`config.mk`:
```
export PLATFORM = sky130hd
export DESIGN_NAME = lc3_branch_sequencer
export DESIGN_NICKNAME = d
export VERILOG_FILES = /design/src/rtl/lc3_branch_sequencer.sv
export SDC_FILE = /design/constraint.sdc
export NUM_CORES = 1
export LEC_CHECK = 0
export ABC_CLOCK_PERIOD_IN_PS = 1860
export BUFFER_PORTS_ARGS = -buffer_cell sky130_fd_sc_hd__buf_4
export CORE_MARGIN = 2
export CORE_UTILIZATION = 44
export DETAILED_ROUTE_END_ITERATION = 8
export PLACE_DENSITY = 0.81
export SLEW_MARGIN = 20
export SYNTH_ARGS = -nofsm -noshare
export SYNTH_HDL_FRONTEND = slang
export SYNTH_SLANG_ARGS = --single-unit
```
`constraint.sdc`:
```
create_clock -name Clk -period 1.86 [get_ports Clk]
set_clock_uncertainty 0.15 [all_clocks]
set_input_delay 0.186 -clock Clk [delete_from_list [all_inputs] [get_ports Clk]]
set_output_delay 0.186 -clock Clk [all_outputs]
set_load 0.005 [all_outputs]
```
`src/rtl/lc3_branch_sequencer.sv`:
```
// LC-3 multi-cycle control FSM: fetch/decode/execute for ADD/AND/NOT/LDR/BR/JMP/PSE.
// Optional BR_STATS_EN adds branch statistic counters Br_Total/Br_Taken.
module lc3_branch_sequencer #(
  parameter int MEM_WAIT = 2
) (
  input  logic       Clk,
  input  logic       Reset,
  input  logic       Run,
  input  logic       Continue,
  input  logic [3:0] Opcode,
  input  logic       IR_5,
  input  logic       BEN,
  output logic       LD_MAR,
  output logic       LD_MDR,
  output logic       LD_IR,
  output logic       LD_BEN,
  output logic       LD_CC,
  output logic       LD_REG,
  output logic       LD_PC,
  output logic       GatePC,
  output logic       GateMDR,
  output logic       GateALU,
  output logic       GateMARMUX,
  output logic [1:0] PCMUX,
  output logic       ADDR1MUX,
  output logic [1:0] ADDR2MUX,
  output logic [1:0] ALUK,
  output logic       DRMUX,
  output logic       SR1MUX,
  output logic       SR2MUX,
  output logic       Mem_OE,
  output logic [4:0] State_Dbg
`ifdef BR_STATS_EN
  ,
  output logic [15:0] Br_Total,
  output logic [15:0] Br_Taken
`endif
);

  typedef enum logic [4:0] {
    HALTED   = 5'd0,
    FETCH1   = 5'd1,
    FETCH2   = 5'd2,
    FETCH3   = 5'd3,
    DECODE   = 5'd4,
    EXEC_ALU = 5'd5,
    BR_TEST  = 5'd6,
    BR_TAKE  = 5'd7,
    JMP      = 5'd8,
    LDR1     = 5'd9,
    LDR2     = 5'd10,
    LDR3     = 5'd11,
    PAUSE1   = 5'd12,
    PAUSE2   = 5'd13
  } state_t;

  state_t     state, state_n;
  logic [3:0] cnt;
  logic       last;

  assign last      = (cnt == 4'(MEM_WAIT - 1));
  assign State_Dbg = state;

  // Wait counter restarts on every state entry and only advances in memory states.
  always_ff @(posedge Clk) begin
    if (Reset) begin
      state <= HALTED;
      cnt   <= '0;
    end else begin
      state <= state_n;
      if (state_n != state)                    cnt <= '0;
      else if (state == FETCH2 || state == LDR2) cnt <= cnt + 4'd1;
    end
  end

  always_comb begin
    state_n    = state;
    LD_MAR     = 1'b0;
    LD_MDR     = 1'b0;
    LD_IR      = 1'b0;
    LD_BEN     = 1'b0;
    LD_CC      = 1'b0;
    LD_REG     = 1'b0;
    LD_PC      = 1'b0;
    GatePC     = 1'b0;
    GateMDR    = 1'b0;
    GateALU    = 1'b0;
    GateMARMUX = 1'b0;
    PCMUX      = 2'b00;
    ADDR1MUX   = 1'b0;
    ADDR2MUX   = 2'b00;
    ALUK       = 2'b00;
    DRMUX      = 1'b0;
    SR1MUX     = 1'b0;
    SR2MUX     = 1'b0;
    Mem_OE     = 1'b0;
    case (state)
      HALTED: if (Run) state_n = FETCH1;
      FETCH1: begin
        GatePC = 1'b1; LD_MAR = 1'b1; LD_PC = 1'b1;
        state_n = FETCH2;
      end
      FETCH2: begin
        Mem_OE = 1'b1;
        if (last) begin LD_MDR = 1'b1; state_n = FETCH3; end
      end
      FETCH3: begin
        GateMDR = 1'b1; LD_IR = 1'b1;
        state_n = DECODE;
      end
      DECODE: begin
        LD_BEN = 1'b1;
        case (Opcode)
          4'b0001, 4'b0101, 4'b1001: state_n = EXEC_ALU;
          4'b0000:                   state_n = BR_TEST;
          4'b0110:                   state_n = LDR1;
          4'b1100:                   state_n = JMP;
          4'b1101:                   state_n = PAUSE1;
          default:                   state_n = FETCH1;
        endcase
      end
      EXEC_ALU: begin
        SR1MUX = 1'b1; SR2MUX = IR_5; GateALU = 1'b1; LD_REG = 1'b1; LD_CC = 1'b1;
        case (Opcode)
          4'b0101: ALUK = 2'b01;
          4'b1001: ALUK = 2'b10;
          default: ALUK = 2'b00;
        endcase
        state_n = FETCH1;
      end
      BR_TEST: state_n = BEN ? BR_TAKE : FETCH1;
      BR_TAKE: begin
        ADDR2MUX = 2'b10; PCMUX = 2'b10; LD_PC = 1'b1;
        state_n = FETCH1;
      end
      JMP: begin
        SR1MUX = 1'b1; ALUK = 2'b11; GateALU = 1'b1; PCMUX = 2'b01; LD_PC = 1'b1;
        state_n = FETCH1;
      end
      LDR1: begin
        ADDR1MUX = 1'b1; ADDR2MUX = 2'b01; SR1MUX = 1'b1; GateMARMUX = 1'b1; LD_MAR = 1'b1;
        state_n = LDR2;
      end
      LDR2: begin
        Mem_OE = 1'b1;
        if (last) begin LD_MDR = 1'b1; state_n = LDR3; end
      end
      LDR3: begin
        GateMDR = 1'b1; LD_REG = 1'b1; LD_CC = 1'b1;
        state_n = FETCH1;
      end
      // Two-phase pause so a held Continue cannot run through several pauses.
      PAUSE1: if (Continue)  state_n = PAUSE2;
      PAUSE2: if (!Continue) state_n = FETCH1;
      default: state_n = HALTED;
    endcase
  end

`ifdef BR_STATS_EN
  always_ff @(posedge Clk) begin
    if (Reset) begin
      Br_Total <= '0;
      Br_Taken <= '0;
    end else begin
      if (state == BR_TEST) Br_Total <= Br_Total + 16'd1;
      if (state == BR_TAKE) Br_Taken <= Br_Taken + 16'd1;
    end
  end
`endif

endmodule

```
After elaboration in Yosys (flattened, before gate mapping)
Cells that the tools add are included.
{"block": "totals", "regBits": 9, "out_inout_bits": 27, "elab_cells": 63}
{"block": "op_classes", "n_addsub": 1, "n_eq_ne": 21, "mux": 26, "n_reduce_logical": 13}
{"cell": "case mux 5 bit (11 select lines)", "n": 1}
{"cell": "equality test 5 x 4 -> 1 bit, second input constant", "n": 6}
{"cell": "two-way mux 5 bit", "n": 5}
{"cell": "equality test 5 x 3 -> 1 bit, second input constant", "n": 4}
{"cell": "case mux 4 bit (5 select lines)", "n": 1}
{"cell": "case mux 2 bit (2 select lines)", "n": 4}
{"cell": "two-way mux 1 bit", "n": 14}
{"cell": "equality test 4 bit, second input constant", "n": 3}
{"cell": "OR reduction 2 bit", "n": 6}
{"cell": "equality test 5 x 2 -> 1 bit, second input constant", "n": 2}
{"cell": "OR reduction 3 bit", "n": 3}
{"cell": "equality test 4 x 1 -> 1 bit, second input constant", "n": 2}
{"cell": "equality test 4 x 3 -> 1 bit, second input constant", "n": 2}
{"cell": "equality test 5 x 1 -> 1 bit, second input constant", "n": 1}
{"cell": "logical NOT 5 bit", "n": 1}
{"cell": "!= test 5 bit", "n": 1}
{"cell": "adder 4 x 1 -> 4 bit, second input constant", "n": 1}
{"cell": "logical NOT 4 bit", "n": 1}
{"cell": "OR reduction 4 bit", "n": 1}
{"cell": "two-way mux 3 bit", "n": 1}
{"cell": "logical OR 1 bit", "n": 1}

Longest topological paths before layout
Gate-level depths: netlist of run 1.
{"block": "depth", "ltp_word": 6, "ltp_mapped": 7, "mapped_depth_nobuf": 6}

Worst setup path before layout of run 1
Ideal clock, no wire load.
{"block": "synth_timing", "path_type": "register -> output", "start": "reg state[0] (netlist: State_Dbg[0])", "end": "out ADDR2MUX[0]", "required_time_ps": 1524, "t_arrival_ps": 1593, "setup_slack_ps": -69, "stages_incl_launch_ff": 6, "path_cell_list": "dfxtp_1 > buf_6 > buf_4 > clkbuf_1 > nor4b_1 > buf_4"}
{"block": "synth_between", "elab_chain_len": 2}
{"item": "start, declared", "line_no": "57", "source": "state_t state, state_n;"}
{"item": "start signal, assigned", "line_no": "70", "source": "state <= state_n;"}
{"item": "equality test 5 x 4 -> 1 bit or equality test 5 x 3 -> 1 bit (tied branches)", "line_no": "97", "source": "case (state)"}
{"item": "case mux 2 bit (2 select lines) (*)", "line_no": "97"}
{"item": "end, declared", "line_no": "26", "source": "output logic [1:0] ADDR2MUX,"}
Mark *: on every way between the ends. The rest lies on a longest branch, timed or not.

Worst setup path after layout of run 1
{"block": "layout_timing", "start": "reg state[2] (netlist: State_Dbg[2])", "end": "out ALUK[1]"}
{"block": "layout_between", "elab_chain_len": 2}
{"item": "equality test 5 x 4 -> 1 bit or equality test 5 x 3 -> 1 bit (tied branches)", "line_no": "97"}
{"item": "case mux 2 bit (2 select lines) (*)", "line_no": "97"}
{"item": "end, declared", "line_no": "27", "source": "output logic [1:0] ALUK,"}
Marks and branches as above.

==> run summary, run 1 <==
===============================================================================================
Outcome                                                                            complete, but fails checks
Violations in the final reports                                                    setup timing
Overall routing resource usage                                                            26.5%
Hold Crit Start                                                                       Opcode[1]
P_leak                                                                                 0.749 nW
Clock tree from TritonCTS                                                                 built
Clock input transition at the sequential cells of the worst setup and hold paths        0.06 ns
Synth cell types                                                                             50
Highest ir drop seen on vdd                                                              309 uV
Initial cell density of the core                                                          45.9%
Final design area excluding fillers                                                    1730 um2
Clock latency at the later pin of the worst-skew pair                                   0.28 ns
Portion of the post-synthesis area used by sequential elements                            17.9%
Die X                                                                                   51.8 um
Instance count of the mapped netlist                                                        129
Setup slack, reg-to-reg                                                                -0.01 ns
Clock Path Buffers                                                                            2
Startpoint of the worst register-to-register path                                  State_Dbg[2]$_SDFF_PP0_
# DRC                                                                                         0
Die Ht                                                                                  51.8 um
Post-Syn Area                                                                          1010 um2
Leading post-synthesis cells by cell area                                          sky130_fd_sc_hd__dfxtp_1, sky130_fd_sc_hd__buf_4, sky130_fd_sc_hd__nor2_1
Count of state elements after synthesis                                                       9
CP startpoint kind                                                                         flop
Core Area                                                                              2190 um2
Final weighted congestion of routability-driven global placement                          0.881
Post-route antenna net violation count                                                        0
Part of the power in the clock network                                                    32.6%
Antenna diode instance count                                                                  0
Required time at the worst-slack endpoint                                               1.52 ns
EDFF count, synth                                                                             0
Mean post-synth cell area                                                              7.80 um2
Switching Fraction                                                                        30.9%
Commonest non-fill, non-tap cell in the layout                                     sky130_fd_sc_hd__buf_4
Count of port buffers added during placement                                                 35
Max-cap violations                                                                            0
Drt first-iter violations                                                                    24
Average via count per standard cell                                                        5.54
Total wirelength of the detailed-routed design                                          3410 um
Post-synth top area share                                                                 17.9%
Total count of hold-check failures in the final report                                        0
Part of the power in registers                                                            39.3%
Count of vias placed by the detailed router                                               1,246
Initial antenna violation count                                                               0
Ratio of cells with drive above 1 in the final layout                                     55.8%
Setup repair after global routing missed its margin                                         yes
# fillers                                                                                   144
Number of global-route vias before repair                                                 1,179
Pin count of the biggest net entering global routing                                         13
Largest fanout on the critical path                                                           7
Clock period minus final worst setup slack                                              1.92 ns
I/O pin cnt                                                                                  37
Final Max Slew Viols                                                                          0
Most common flop cell mapped by yosys                                              sky130_fd_sc_hd__dfxtp_1
Switching power summed over all nets                                                   0.155 mW
Number of detailed-route iterations in the first pass                                         4
Remaining global-route overflow                                                               0
HPWL after DPL                                                                          2440 um
Level count of the clock H-tree                                                               1
Global-route wire length before repair                                                  5340 um
Final cell count without fillers                                                            225
Cell area after placement                                                              1460 um2
Fin crit share                                                                             103%
Depth of the worst hold-timing path                                                           3
Worst hold endpoint                                                                State_Dbg[1]$_SDFF_PP0_
Commonest cells after routing, fill and taps aside                                 sky130_fd_sc_hd__buf_4, sky130_fd_sc_hd__nor2_1, sky130_fd_sc_hd__nand2_1
Maximum achievable frequency                                                          0.522 GHz
P_int                                                                                  0.347 mW
Cell Rows                                                                                    17
Root buf cell                                                                      sky130_fd_sc_hd__clkbuf_4
Nature of the critical path endpoint                                                output port
Depth of the worst register-to-register path                                                  7
Final-report setup violation count                                                           10
Layout overhead on the synthesized area                                                   71.6%
Slack of the critical path                                                           -0.0551 ns
Worst setup path class                                                               reg -> out
Combinational group share of total power                                                  28.0%
Syn. warnings                                                                                 0
Final-stage net count                                                                       210
Classification of the worst-slack hold path                                           in -> reg
Total power density per cell area                                                    291 nW/um2
Cell Count Post-Placement                                                                   211
Number of buffers created by CTS                                                              3
Count of clock tree sinks                                                                     9
Total die area                                                                         2680 um2
Arrival @ worst endpoint                                                                1.58 ns
Reg-to-reg endpoint                                                                cnt[1]$_SDFFE_PP0N_
Post-synth ARST share                                                                        0%
Top cell type by total area after synthesis                                        sky130_fd_sc_hd__dfxtp_1
Detailed-route wire length per cell                                                     15.2 um
===============================================================================================
-- layer usage --
metal / global-route usage [%] / wire (um)
met2: 49.6 / 1800
met3: 2.59 / 137
met5: 0 / 0
met1: 30.1 / 1370
met4: 11.8 / 97
-- Yosys cell counts (2+ instances only) --
master,count
sky130_fd_sc_hd__clkbuf_1,3
sky130_fd_sc_hd__a21oi_1,4
sky130_fd_sc_hd__dfxtp_1,9
sky130_fd_sc_hd__nand2_1,8
sky130_fd_sc_hd__and3_1,4
sky130_fd_sc_hd__nand4b_1,2
sky130_fd_sc_hd__nor2_1,14
sky130_fd_sc_hd__o31a_1,2
sky130_fd_sc_hd__buf_2,2
sky130_fd_sc_hd__and3b_1,2
sky130_fd_sc_hd__xnor2_1,2
sky130_fd_sc_hd__nand2b_1,5
sky130_fd_sc_hd__nor3_1,6
sky130_fd_sc_hd__ha_1,2
sky130_fd_sc_hd__nor2b_1,3
sky130_fd_sc_hd__xor2_1,3
sky130_fd_sc_hd__buf_4,7
sky130_fd_sc_hd__buf_6,2
sky130_fd_sc_hd__nor4b_1,2
sky130_fd_sc_hd__o21ai_0,6
sky130_fd_sc_hd__a211oi_1,2
sky130_fd_sc_hd__a32oi_1,2
sky130_fd_sc_hd__nor4b_4,2
sky130_fd_sc_hd__and2_1,2
sky130_fd_sc_hd__mux2i_1,3
sky130_fd_sc_hd__inv_1,5
sky130_fd_sc_hd__o21a_1,2
-- worst max-delay path, cell delays in order (launching register included) --
cell,delay [ns]
sky130_fd_sc_hd__dfxtp_4,0.38
sky130_fd_sc_hd__buf_8,0.13
sky130_fd_sc_hd__nand2b_4,0.14
sky130_fd_sc_hd__or4_4,0.44
sky130_fd_sc_hd__o21ai_1,0.10
sky130_fd_sc_hd__buf_4,0.12
-- what timing repair did --
action,in CTS,in global routing
hold endpoints to repair,4,0
endpoints found under the setup margin,20,18
gates cloned,0,1
pin swaps,0,14
gates resized for setup,23,19
hold buffers,1,0
buffers inserted,7,1
-- final cells by class --
class                   count  area [um2]  share of cell area [%]
clock buffers               4        26.3                    1.52
inverters                   5        18.8                    1.09
multi-input cells         102         826                    47.8
flip-flops and latches      9         199                    11.5
well taps                  28        35.0                    2.03
repair buffers             77         622                    36.0
-- metrics by stage --
stage	TNS [ns]	util, %	hold slack, ns	setup WS [ns]	power, mW
after global placement	-0.175	66.8	0.248	-0.0713	0.318
after CTS	-0.127	73.8	0.0811	-0.0374	0.482
after global routing	-0.954	78.8	0.0941	-0.128	0.515
final	-0.199	78.8	0.0754	-0.0551	0.502
after floorplan	0	-	0.105	0.0290	0.265
after detailed placement	-0.478	66.8	0.254	-0.159	0.323
-- power by group through the flow --
| stage | registers, mW | logic [mW] | clock network [mW] |
|---|---|---|---|
| after floorplan | 0.205 | 0.0607 | 0 |
| after global placement | 0.209 | 0.109 | 0 |
| after detailed placement | 0.210 | 0.113 | 0 |
| after CTS | 0.197 | 0.127 | 0.158 |
| after global routing | 0.198 | 0.151 | 0.167 |
| final | 0.197 | 0.141 | 0.164 |
-- cells by family after synthesis --
kind of cell    count (synthesis)  synth area share (%)
other cells                     1                 0.373
compound gates                 30                  23.0
mux                             4                  4.10
flops                           9                  17.9
buf+inv                        19                  11.4
simple gates                   59                  36.3
fa+ha+maj                       2                  2.49
xor+xnor                        5                  4.35
-- how the worst max path moves through the flow --
stage	from	end	slack, ns
after global placement	State_Dbg[0]$_SDFF_PP0_	cnt[1]$_SDFFE_PP0N_	-0.07
after global routing	State_Dbg[1]$_SDFF_PP0_	cnt[1]$_SDFFE_PP0N_	-0.13
final	State_Dbg[2]$_SDFF_PP0_	ALUK[1]	-0.06
after detailed placement	State_Dbg[0]$_SDFF_PP0_	cnt[1]$_SDFFE_PP0N_	-0.16
after CTS	State_Dbg[2]$_SDFF_PP0_	ALUK[1]	-0.04
after floorplan	State_Dbg[0]$_SDFF_PP0_	cnt[1]$_SDFFE_PP0N_	0.03
-- state kept, by name (all words and copies together), names as in the netlist --
signal     flops
State_Dbg      5
cnt            4
Note: power is estimated with default switching activity, not from simulation.
==> run 2, diff against run 1 <==
Settings changed: CELL_PAD_IN_SITES_DETAIL_PLACEMENT set to 1, CELL_PAD_IN_SITES_GLOBAL_PLACEMENT set to 1, CORE_UTILIZATION 44 to 31, SETUP_SLACK_MARGIN set to 0.4.
==> run summary, run 2 (synthesis results as in run 1) <==
===============================================================================================
Depth of the worst register-to-register path                                                  6
Commonest non-fill, non-tap cell in the layout                                     sky130_fd_sc_hd__buf_4
Startpoint of the worst register-to-register path                                  State_Dbg[2]$_SDFF_PP0_
Antenna diode instance count                                                                  0
Global-route wire length before repair                                                  7420 um
Layout overhead on the synthesized area                                                    103%
Number of global-route vias before repair                                                 1,372
CP max-delay cell                                                                  sky130_fd_sc_hd__a2111oi_2
Clock Path Buffers                                                                            2
CP startpoint kind                                                                         flop
Worst setup path class                                                               reg -> reg
# DRC                                                                                         0
Nature of the critical path endpoint                                                       flop
Highest ir drop seen on vdd                                                              407 uV
Post-route antenna net violation count                                                        0
Outcome                                                                            complete, but fails checks
Ratio of cells with drive above 1 in the final layout                                     68.6%
Setup WS pre-CTS                                                                      -0.124 ns
Die Ht                                                                                  61.0 um
Final weighted congestion of routability-driven global placement                          0.782
Violations in the final reports                                                    setup timing
Final-stage net count                                                                       220
Total count of hold-check failures in the final report                                        0
Cell area after placement                                                              1450 um2
Setup slack, reg-to-reg                                                                -0.16 ns
Total wirelength of the detailed-routed design                                          5420 um
Total die area                                                                         3720 um2
Commonest cells after routing, fill and taps aside                                 sky130_fd_sc_hd__buf_4, sky130_fd_sc_hd__buf_6, sky130_fd_sc_hd__nor2_1
HPWL after DPL                                                                          2590 um
Die X                                                                                   61.0 um
Slack of the critical path                                                            -0.156 ns
Clock period minus final worst setup slack                                              2.02 ns
Worst path max stage delay                                                              0.43 ns
Classification of the worst-slack hold path                                           in -> reg
Remaining global-route overflow                                                               0
Setup repair after global routing missed its margin                                         yes
Final Max Slew Viols                                                                          0
Cells along the critical path                                                      buf_6 > nor4b_2 > o21ai_2 > o21ai_1 > a22oi_2 > a2111oi_2
Critical Path Source                                                               State_Dbg[2]$_SDFF_PP0_
Final cell count without fillers                                                            251
P_leak                                                                                 0.846 nW
Overall routing resource usage                                                            27.5%
Pin count of the biggest net entering global routing                                         10
Drt first-iter violations                                                                    46
Count of vias placed by the detailed router                                               1,350
Maximum achievable frequency                                                          0.496 GHz
Required time at the worst-slack endpoint                                               1.86 ns
Core Area                                                                              3080 um2
Count of clock tree sinks                                                                     9
Final design area excluding fillers                                                    2040 um2
Fin crit share                                                                             108%
Level count of the clock H-tree                                                               1
Number of detailed-route iterations in the first pass                                         4
Average via count per standard cell                                                        5.38
Core utilization of the finished layout                                                   66.2%
# fillers                                                                                   356
Max-cap violations                                                                            0
Initial cell density of the core                                                          32.7%
Total power density per cell area                                                    264 nW/um2
Number of buffers created by CTS                                                              3
Reg-to-reg endpoint                                                                cnt[1]$_SDFFE_PP0N_
TNS Setup                                                                             -0.714 ns
Cell Count Post-Placement                                                                   218
Sum of internal, switching and leakage power                                           0.538 mW
I/O pin cnt                                                                                  37
Arrival @ worst endpoint                                                                2.02 ns
Worst hold margin                                                                     0.0983 ns
Number of flip-flops under the largest register name                                          5
Clock tree from TritonCTS                                                                 built
Largest fanout on the critical path                                                           8
Worst setup path endpoint                                                          cnt[1]$_SDFFE_PP0N_
Detailed-route wire length per cell                                                     21.6 um
Cell Rows                                                                                    20
Initial antenna violation count                                                               0
Clock latency at the later pin of the worst-skew pair                                   0.27 ns
Root buf cell                                                                      sky130_fd_sc_hd__clkbuf_4
Final-report setup violation count                                                            9
Clock input transition at the sequential cells of the worst setup and hold paths        0.07 ns
Count of port buffers added during placement                                                 35
===============================================================================================
[run 2: cell count changes in the layout (fill, tap and decap cells not counted), sizes merged]
cell,delta
clkbuf,-1
buf,+11
[run 2: metal layers]
layer | vias up | wire [um] | global-route usage [%]
li1 | 622 | - | -
met3 | 19 | 187 | 1.71
met4 | 0 | 233 | 7.14
met5 | - | 0 | 0
met1 | 665 | 2110 | 33.3
met2 | 44 | 2890 | 52.1
[run 2: timing repair]
action                     in CTS  in global routing
resized for setup              68                 17
setup buffers                  22                  6
setup endpoints to repair      29                 29
gates cloned                    0                  0
hold endpoints to repair        4                  0
pin swaps                      19                 15
hold buffers                    1                  0
[run 2: layout make-up]
cell class | instances | area [um2] | share of cell area, %
flip-flops and latches | 9 | 199 | 9.76
clock buffers | 4 | 26.3 | 1.29
well taps | 44 | 55.1 | 2.70
multi-input cells | 102 | 955 | 46.8
inverters | 5 | 23.8 | 1.17
repair buffers | 87 | 779 | 38.2
[run 2: critical path: cells and delay by family (launching register included)]
kind,cells,cell delay (ns)
buf+inv,1,0.15
flops,1,0.39
compound gates,4,0.87
simple gates,1,0.33
[run 2: worst min path at each step]
| stage | start | end | slack (ns) | cells past startpoint |
|---|---|---|---|---|
| finish | Opcode[1] | State_Dbg[1]$_SDFF_PP0_ | 0.1 | 3 |
| global route | Opcode[1] | State_Dbg[1]$_SDFF_PP0_ | 0.12 | 3 |
| CTS | Opcode[1] | State_Dbg[1]$_SDFF_PP0_ | 0.11 | 3 |
| detailed placement | Reset | State_Dbg[0]$_SDFF_PP0_ | 0.25 | 2 |
| global placement | Reset | State_Dbg[1]$_SDFF_PP0_ | 0.25 | 2 |
| floorplan | Reset | State_Dbg[2]$_SDFF_PP0_ | 0.1 | 1 |
[run 2: power by group]
| part | switching (mW) | internal [mW] | total [mW] | leakage (nW) |
|---|---|---|---|---|
| Combinational | 0.0870 | 0.0872 | 0.174 | 0.754 |
| Sequential | 0.00793 | 0.191 | 0.199 | 0.0765 |
| Clock | 0.0818 | 0.0833 | 0.165 | 0.0150 |
| Total | 0.177 | 0.361 | 0.538 | 0.846 |
